<file path="src/rtl/mul_div_unit_pkg.sv">
// Shared encodings for the iterative RV32M multiply/divide unit: funct3 operation
// codes, controller states and operand-signedness helpers.
package mul_div_unit_pkg;

  typedef enum logic [2:0] {
    MUL    = 3'b000,
    MULH   = 3'b001,
    MULHSU = 3'b010,
    MULHU  = 3'b011,
    DIV    = 3'b100,
    DIVU   = 3'b101,
    REM    = 3'b110,
    REMU   = 3'b111
  } md_op_e;

  typedef enum logic [1:0] {
    MD_IDLE   = 2'd0,
    MD_CALC   = 2'd1,
    MD_FINISH = 2'd2
  } md_state_e;

  function automatic logic op_signed_a(input md_op_e op);
    return op inside {MUL, MULH, MULHSU, DIV, REM};
  endfunction

  function automatic logic op_signed_b(input md_op_e op);
    return op inside {MUL, MULH, DIV, REM};
  endfunction

endpackage

</file>
<file path="src/rtl/md_iter_core.sv">
// One radix-2 iteration per step: shift-add multiply of unsigned operands, or
// restoring divide. hi/lo hold {accumulator, multiplier} or {remainder, quotient}.
module md_iter_core #(
  parameter int DWIDTH = 32
) (
  input  logic              clk,
  input  logic              rst,
  input  logic              load,
  input  logic              step,
  input  logic              is_div,
  input  logic [DWIDTH-1:0] a_in,
  input  logic [DWIDTH-1:0] b_in,
  output logic [DWIDTH-1:0] hi,
  output logic [DWIDTH-1:0] lo,
  output logic              last
);

  localparam int CW = $clog2(DWIDTH);

  logic [DWIDTH-1:0] b_reg;
  logic [CW-1:0]     cnt;
  logic [DWIDTH:0]   add_sum;
  logic [DWIDTH:0]   shifted;
  logic [DWIDTH:0]   diff;
  logic [DWIDTH-1:0] hi_n;
  logic [DWIDTH-1:0] lo_n;

  assign last = step && (cnt == CW'(DWIDTH - 1));

  always_comb begin
    add_sum = {1'b0, hi} + {1'b0, b_reg};
    shifted = {hi, lo[DWIDTH-1]};
    // Remainder stays below the divisor, so shifted < 2*divisor and bit DWIDTH of
    // the difference is a reliable borrow flag.
    diff    = shifted - {1'b0, b_reg};
    hi_n    = hi;
    lo_n    = lo;
    if (is_div) begin
      if (!diff[DWIDTH]) begin
        hi_n = diff[DWIDTH-1:0];
        lo_n = {lo[DWIDTH-2:0], 1'b1};
      end else begin
        hi_n = shifted[DWIDTH-1:0];
        lo_n = {lo[DWIDTH-2:0], 1'b0};
      end
    end else if (lo[0]) begin
      hi_n = add_sum[DWIDTH:1];
      lo_n = {add_sum[0], lo[DWIDTH-1:1]};
    end else begin
      hi_n = {1'b0, hi[DWIDTH-1:1]};
      lo_n = {hi[0], lo[DWIDTH-1:1]};
    end
  end

  always_ff @(posedge clk or posedge rst) begin
    if (rst) begin
      hi    <= '0;
      lo    <= '0;
      b_reg <= '0;
      cnt   <= '0;
    end else if (load) begin
      hi    <= '0;
      lo    <= a_in;
      b_reg <= b_in;
      cnt   <= '0;
    end else if (step) begin
      hi  <= hi_n;
      lo  <= lo_n;
      cnt <= last ? '0 : cnt + CW'(1);
    end
  end

endmodule

</file>
<file path="src/rtl/mul_div_unit.sv">
// Iterative RV32M multiply/divide unit: IDLE -> CALC (DWIDTH steps) -> FINISH,
// with sign fix-up, divide special cases and result muxing applied in FINISH.
module mul_div_unit
  import mul_div_unit_pkg::*;
#(
  parameter int DWIDTH = 32
) (
  input  logic              Clk,
  input  logic              Reset,
  input  logic              MD_Start,
  input  logic              MD_Flush,
  input  logic [2:0]        MD_OP,
  input  logic [DWIDTH-1:0] MD_In_A,
  input  logic [DWIDTH-1:0] MD_In_B,
  output logic [DWIDTH-1:0] MD_Result,
  output logic [DWIDTH-1:0] MD_Low,
  output logic [DWIDTH-1:0] MD_Upper,
  output logic              MD_Busy,
  output logic              MD_Done,
  output md_state_e         md_state
);

  localparam logic [DWIDTH-1:0] MIN_NEG = {1'b1, {(DWIDTH-1){1'b0}}};

  md_state_e         state;
  md_op_e            op_q;
  logic [DWIDTH-1:0] a_q;
  logic [DWIDTH-1:0] b_q;
  logic              sign_a_q;
  logic              sign_b_q;

  md_op_e            op_in;
  logic              in_sign_a;
  logic              in_sign_b;
  logic [DWIDTH-1:0] abs_a;
  logic [DWIDTH-1:0] abs_b;
  logic              load;
  logic              step;
  logic              core_last;
  logic [DWIDTH-1:0] core_hi;
  logic [DWIDTH-1:0] core_lo;

  logic [2*DWIDTH-1:0] prod_fix;
  logic [DWIDTH-1:0]   quo_fix;
  logic [DWIDTH-1:0]   rem_fix;
  logic [DWIDTH-1:0]   low_n;
  logic [DWIDTH-1:0]   upper_n;
  logic [DWIDTH-1:0]   result_n;

  assign md_state = state;

  always_comb begin
    op_in     = md_op_e'(MD_OP);
    in_sign_a = op_signed_a(op_in) & MD_In_A[DWIDTH-1];
    in_sign_b = op_signed_b(op_in) & MD_In_B[DWIDTH-1];
    abs_a     = in_sign_a ? -MD_In_A : MD_In_A;
    abs_b     = in_sign_b ? -MD_In_B : MD_In_B;
    load      = (state == MD_IDLE) && MD_Start && !MD_Flush;
    step      = (state == MD_CALC) && !MD_Flush;
  end

  md_iter_core #(.DWIDTH(DWIDTH)) u_core (
    .clk    (Clk),
    .rst    (Reset),
    .load   (load),
    .step   (step),
    .is_div (op_q[2]),
    .a_in   (abs_a),
    .b_in   (abs_b),
    .hi     (core_hi),
    .lo     (core_lo),
    .last   (core_last)
  );

  // Fix-up of the unsigned core results; evaluated every cycle, registered in FINISH.
  always_comb begin
    prod_fix = (sign_a_q ^ sign_b_q) ? -{core_hi, core_lo} : {core_hi, core_lo};
    quo_fix  = (sign_a_q ^ sign_b_q) ? -core_lo : core_lo;
    rem_fix  = sign_a_q ? -core_hi : core_hi;
    if (b_q == '0) begin
      quo_fix = '1;
      rem_fix = a_q;
    end else if ((op_q inside {DIV, REM}) && (a_q == MIN_NEG) && (&b_q)) begin
      quo_fix = a_q;
      rem_fix = '0;
    end

    if (op_q[2]) begin
      low_n   = quo_fix;
      upper_n = rem_fix;
    end else begin
      low_n   = prod_fix[DWIDTH-1:0];
      upper_n = prod_fix[2*DWIDTH-1:DWIDTH];
    end

    case (op_q)
      MUL:        result_n = low_n;
      DIV, DIVU:  result_n = quo_fix;
      REM, REMU:  result_n = rem_fix;
      default:    result_n = upper_n;
    endcase
  end

  always_ff @(posedge Clk or posedge Reset) begin
    if (Reset) begin
      state     <= MD_IDLE;
      op_q      <= MUL;
      a_q       <= '0;
      b_q       <= '0;
      sign_a_q  <= 1'b0;
      sign_b_q  <= 1'b0;
      MD_Result <= '0;
      MD_Low    <= '0;
      MD_Upper  <= '0;
      MD_Busy   <= 1'b0;
      MD_Done   <= 1'b0;
    end else begin
      MD_Done <= 1'b0;
      case (state)
        MD_IDLE: begin
          if (load) begin
            op_q     <= op_in;
            a_q      <= MD_In_A;
            b_q      <= MD_In_B;
            sign_a_q <= in_sign_a;
            sign_b_q <= in_sign_b;
            MD_Busy  <= 1'b1;
            state    <= MD_CALC;
          end
        end
        MD_CALC: begin
          if (MD_Flush) begin
            MD_Busy <= 1'b0;
            state   <= MD_IDLE;
          end else if (core_last) begin
            state <= MD_FINISH;
          end
        end
        MD_FINISH: begin
          if (!MD_Flush) begin
            MD_Low    <= low_n;
            MD_Upper  <= upper_n;
            MD_Result <= result_n;
            MD_Done   <= 1'b1;
          end
          MD_Busy <= 1'b0;
          state   <= MD_IDLE;
        end
        default: begin
          MD_Busy <= 1'b0;
          state   <= MD_IDLE;
        end
      endcase
    end
  end

endmodule

</file>
<file path="config.mk">
export PLATFORM = sky130hd
export DESIGN_NAME = mul_div_unit
export DESIGN_NICKNAME = d
export VERILOG_FILES = /design/src/rtl/mul_div_unit_pkg.sv /design/src/rtl/md_iter_core.sv /design/src/rtl/mul_div_unit.sv
export SDC_FILE = /design/constraint.sdc
export NUM_CORES = 1
export LEC_CHECK = 0
export CAP_MARGIN = 20
export CORE_MARGIN = 2
export CORE_UTILIZATION = 54
export DETAILED_ROUTE_END_ITERATION = 6
export PLACE_DENSITY = 0.78
export REMOVE_ABC_BUFFERS = 1
export SYNTH_ARGS = -nofsm -noshare
export SYNTH_HDL_FRONTEND = slang
export SYNTH_SLANG_ARGS = --single-unit
</file>
<file path="constraint.sdc">
create_clock -name Clk -period 10.1 [get_ports Clk]
set_clock_uncertainty 0.2 [all_clocks]
set_input_delay 2.02 -clock Clk [delete_from_list [all_inputs] [get_ports Clk]]
set_output_delay 2.02 -clock Clk [all_outputs]
set_load 0.02 [all_outputs]
</file>
Yosys cells after proc, flatten, opt, wreduce, memory -nomap -nowiden
Cells that the tools add are included.
Widths: inputs -> output; s select.
{ "word_totals": {"in_bits": 71, "output_inout_bits": 100, "wordCells": 98, "regBits": 270} }
{ "classes": {"n_bitwise": 4, "muxes": 34, "eq_ne": 15, "n_reduce_logical": 22, "add_sub_neg": 8} }
{ "op_table": {"columns": ["cell", "n"], "rows": [
  ["$mux 32", 19],
  ["$neg 32->32", 4],
  ["$pmux 32 s3", 1],
  ["$mux 64", 1],
  ["$neg 64->64", 1],
  ["$add 32x32->33", 1],
  ["$sub 33x32->33", 1],
  ["$eq 32x32->1 const B", 1],
  ["$logic_not 32->1", 1],
  ["$reduce_and 32->1", 1],
  ["$eq 3x3->1 const B", 6],
  ["$mux 5", 3],
  ["$reduce_and 2->1", 4],
  ["$logic_and 1x1->1", 6],
  ["$logic_not 3->1", 2],
  ["$mux 2", 3],
  ["$add 5x1->5 const B", 1],
  ["$eq 5x5->1 const B", 1],
  ["$mux 1", 5],
  ["$reduce_bool 5->1", 1],
  ["$ne 2x2->1 const B", 2],
  ["$pmux 2 s2", 1],
  ["$reduce_bool 2->1", 2],
  ["$reduce_bool 4->1", 1],
  ["other kinds (12)", 14]
]} }

Longest topological paths before layout
{ "logic_depth": {"ltp_word": 8, "depth_mapped": 14, "depth_no_buf": 13} }

Hierarchy
Synthesis repeated with hierarchy kept, for this count alone.
{ "hier_totals": {"cells_unflattened": 2422, "hier_area_um2": 20204.4} }
{ "by_module_without_submodules": {"columns": ["module", "area_each_um2", "n_inst", "cells_per_inst"], "rows": [
  ["mul_div_unit", 11514.8, 1, 1339],
  ["md_iter_core", 8689.6, 1, 1083]
]} }

Least setup slack after synthesis
Ideal clock, no wire load.
{ "synth_timing": {"path_type": "input to register", "startpoint": "in MD_In_A[2]", "endpoint": "reg u_core.lo[29]", "n_path_buf": 0, "t_arrival_ns": 4.037, "stages": 10, "path_slack_ns": 5.730, "required_time_ns": 9.767, "cell_sequence": "nor2_1 nand3_1 or4_1 or3_1 nor3_1 and2_1 nand2_1 o31ai_1 xor2_1 o21ai_0"} }
{ "synth_via": {"elab_chain_len": 3} }
{ "synth_lines": {"columns": ["element", "line_no", "source"], "rows": [
  ["from (decl)", "mul_div_unit.sv:13", "input logic [DWIDTH-1:0] MD_In_A,"],
  ["$neg 32->32", "mul_div_unit.sv:56", "abs_a = in_sign_a ? -MD_In_A : MD_In_A;"],
  ["$mux 32", "mul_div_unit.sv:56", null],
  ["$mux 32", "md_iter_core.sv:61", "end else if (load) begin"],
  ["to (signal assigned)", "md_iter_core.sv:63", "lo <= a_in;"],
  ["to (signal assigned)", "md_iter_core.sv:68", "lo <= lo_n;"],
  ["to (decl)", "md_iter_core.sv:14", "output logic [DWIDTH-1:0] lo,"]
]} }
No other way between the ends.
A chain may end at the register's enable or synchronous reset.

Worst setup path in the final report
{ "layout_timing": {"startpoint": "in MD_In_A[0]", "endpoint": "reg u_core.lo[30]"} }
Same word-level chain as after synthesis.

==> impl_metrics.tcl <==
set metrics [dict create \
    status "finished, final reports clean" \
    start_util_pct 55.0 \
    cts-resized-gates 0 \
    crit_buf_inv 2 \
    ioPinCount 171 \
    overflow 0 \
    cts.sinks 270 \
    finish.utilization_pct 63.3 \
    p_seq_share_pct 27.4 \
    drv_cap 0 \
    drt_wl_total_um 67900 \
    multiInputGateArea_um2 12000 \
    power_uw 6100 \
    cts_tree "done" \
    worstHoldEndpoint "MD_Upper[31]" \
    finalCriticalPeriod_ns 5.00 \
    drv_slew 0 \
    holdPathStages 2 \
    synthesis.area_um2 19700 \
    dieArea_um2 38000 \
    place_area_um2 21500 \
    die_x_um 195 \
    vias 19800 \
    relSlewSlack_pct 29.9 \
    synth_edf_count 0 \
    seq_area_um2 6760 \
    r2r-start "u_core.lo[31]" \
    power_switching_uw 2860 \
    grt_max_degree 130 \
    yosysWarnings 0 \
    hold_class "reg -> reg" \
    drtIter0Drc 2235 \
    end_kind "register" \
    cts_max_path_buffers 3 \
    cts_buffers 31 \
    hpwl_um 48900 \
    final-hold-violation-count 0 \
    root_buffer "clkbuf_16" \
    busiest_layer "met2" \
    rsz0062_at_grt "no" \
    synthCells 2502 \
    synth.top_cells.by_count "471 x nand2_1, 270 x dfrtp_1, 251 x o21ai_0" \
    cpMostUsedCell "o21ai_0" \
    met3_usage_pct 6.54 \
    final_cells 3047 \
    p_leak_uw 0.00975 \
    place_congestion 0.977 \
    comb_power_share_pct 52.8 \
    viasPerCell 6.49 \
    antenna_cells 0 \
    grt_pass1_wl_um 106000 \
    hold_buffers 0 \
    min_from "MD_Upper[31]" \
    post_cts_buffers 0 \
    synth_flop_cell "dfrtp_1" \
    ff2ff_setup_slack_ns 5.59 \
    crit_path_top_delay_cell "nor3b_1" \
    cp-start-kind "primary input" \
    fin_setup_tns_ns 0 \
    drc 0 \
    syn_to_final_growth_pct 15.1 \
    row_count 69 \
    ys_top_cells_by_area "dfrtp_1 34%, nand2_1 9.0%, o21ai_0 6.4%" \
    p_per_area_nw_per_um2 269 \
    ys_ff_latch 270 \
    path_clk_slew_ns 0.06 \
    required_ns 10.34 \
    finalNetCount 2704 \
    reg2reg_depth 14 \
    peakVddDrop_v 0.000164 \
    placed_cells 2987 \
    cpLargestDelayFamily "simple AND/OR/NAND/NOR gates" \
    p_int_uw 3240 \
    drtPass1Iterations 6 \
    crit_arrival_ns 5.24 \
    clkPwrFrac_pct 19.8 \
    ant_nets 0 \
    final_area_um2 22600 \
    grt_pass1_vias 18700 \
    yosysSeqAreaShare_pct 34.4 \
    synth.distinct_cells 89 \
    period_share_pct 49.5 \
    insertion_delay_ns 0.60 \
    cp_slowest_stage_delay_ns 0.80 \
    criticalPathCategory "in -> reg" \
    async_reset_ff_share_pct 100 \
    crit_chain "clkdlybuf4s50_1 -> inv_1 -> ha_1 -> nand2_1 -> or4_1 -> nor3_1 -> nor3b_1 -> nand3_1 -> o21ai_0 -> xor2_1 -> o21ai_0" \
    path_max_fanout 5 \
    synth_top_cell_by_area "dfrtp_1" \
    finalSetupViolations 0 \
    synth.most_common_cell "nand2_1" \
    grt_usage_pct 35.1 \
    drive_gt1_share_pct 4.95 \
    wl_per_cell_um 22.3 \
    synth_top_area_share_pct 34.4 \
    timing.rr.end "u_core.hi[9]" \
    dieHeight_um 195 \
    antenna_found_initial 0 \
    fillCellCount 3195 \
    globalRouteMet1Util_pct 46.3 \
    sw_frac_of_total_pct 46.9 \
    port_buffers 170 \
    htree_num_levels 1 \
    max_freq_ghz 0.200 \
    worst_pin_slew_ns 1.05 \
    avgSynthCellArea_um2 7.86 \
    use_met2_pct 55.3 \
    core_um2 35700 \
]
==> worst max path at each step <==
stage | endpoint | cells past startpoint | startpoint | slack [ns]
floorplan | MD_Busy | 1 | Reset | 0.44
global placement | u_core.lo[29] | 11 | MD_In_A[2] | 4.69
detailed placement | u_core.lo[29] | 11 | MD_In_A[2] | 4.51
CTS | u_core.lo[29] | 11 | MD_In_A[2] | 5.14
global route | u_core.lo[29] | 11 | MD_In_A[2] | 4.92
finish | u_core.lo[30] | 11 | MD_In_A[0] | 5.10
==> layout make-up <==
type | instances | area share [%]
Inverter | 67 | 1.14
Sequential cell | 270 | 29.9
Timing Repair Buffer | 200 | 8.50
Multi-Input combinational cell | 1991 | 53.1
Clock buffer | 42 | 3.92
Clock inverter | 16 | 0.890
Tap cell | 461 | 2.55
==> per-stage QoR <==
stage	hold slack (ns)	setup WS, ns
6_report	0.268	5.10
3_5_place_dp	0.258	4.51
3_3_place_gp	0.248	4.69
4_1_cts	0.271	5.14
5_1_grt	0.297	4.92
2_1_floorplan	0.259	0.441
==> cells by family (layout without fill, tap and decap cells) <==
kind of cell,Yosys count,count (layout),share of synthesized area (%)
flops,270,270,34.4
fa+ha+maj,72,72,4.66
simple gates,892,892,20.4
buf+inv,241,325,4.70
compound gates,773,773,24.2
xor+xnor,204,204,9.13
mux,50,50,2.56
==> worst min-delay path, stage by stage, from the launching register on <==
cell	delay (ns)
dfrtp_1	0.34
nand2_1	0.05
nand2_1	0.04
==> metal layers <==
| metal | wire [um] | part of all wire [%] |
|---|---|---|
| met1 | 27100 | 40 |
| met5 | 0 | 0 |
| met3 | 6720 | 9.9 |
| met4 | 3630 | 5.4 |
| met2 | 30400 | 45 |
==> placed cells by master, fill, tap and decap left out, types with 9 or more instances in the layout <==
cell and count:
xnor2_1 125, a221oi_1 10, nand2_1 470, or3_1 14, nor3_1 43, a21oi_1 207
o31ai_1 37, o41ai_1 11, nor2_1 181, o22ai_1 15, nor2b_1 15, nand3_1 23
clkdlybuf4s50_1 170, nor4_1 29, buf_4 29, a31oi_1 24, ha_1 70, o211ai_1 51
a211oi_1 29, a22oi_1 17, dfrtp_1 269, nand4_1 20, or4_1 10, o21ai_0 251
inv_1 64, mux2i_1 47, nand2b_1 19, a221o_1 10, and3_1 12, o21a_1 9
clkbuf_16 31, xor2_1 76, a21o_1 28
==> power by group through the flow <==
stage / sequential [uW] / clock, uW / combinational (uW)
after floorplan: 1560 / 0 / 2330
after global placement: 1660 / 0 / 3070
after detailed placement: 1670 / 0 / 3130
after CTS: 1650 / 1210 / 3140
after global routing: 1690 / 1260 / 3520
final: 1670 / 1210 / 3220
No activity file was read; power rests on OpenSTA's default activity.
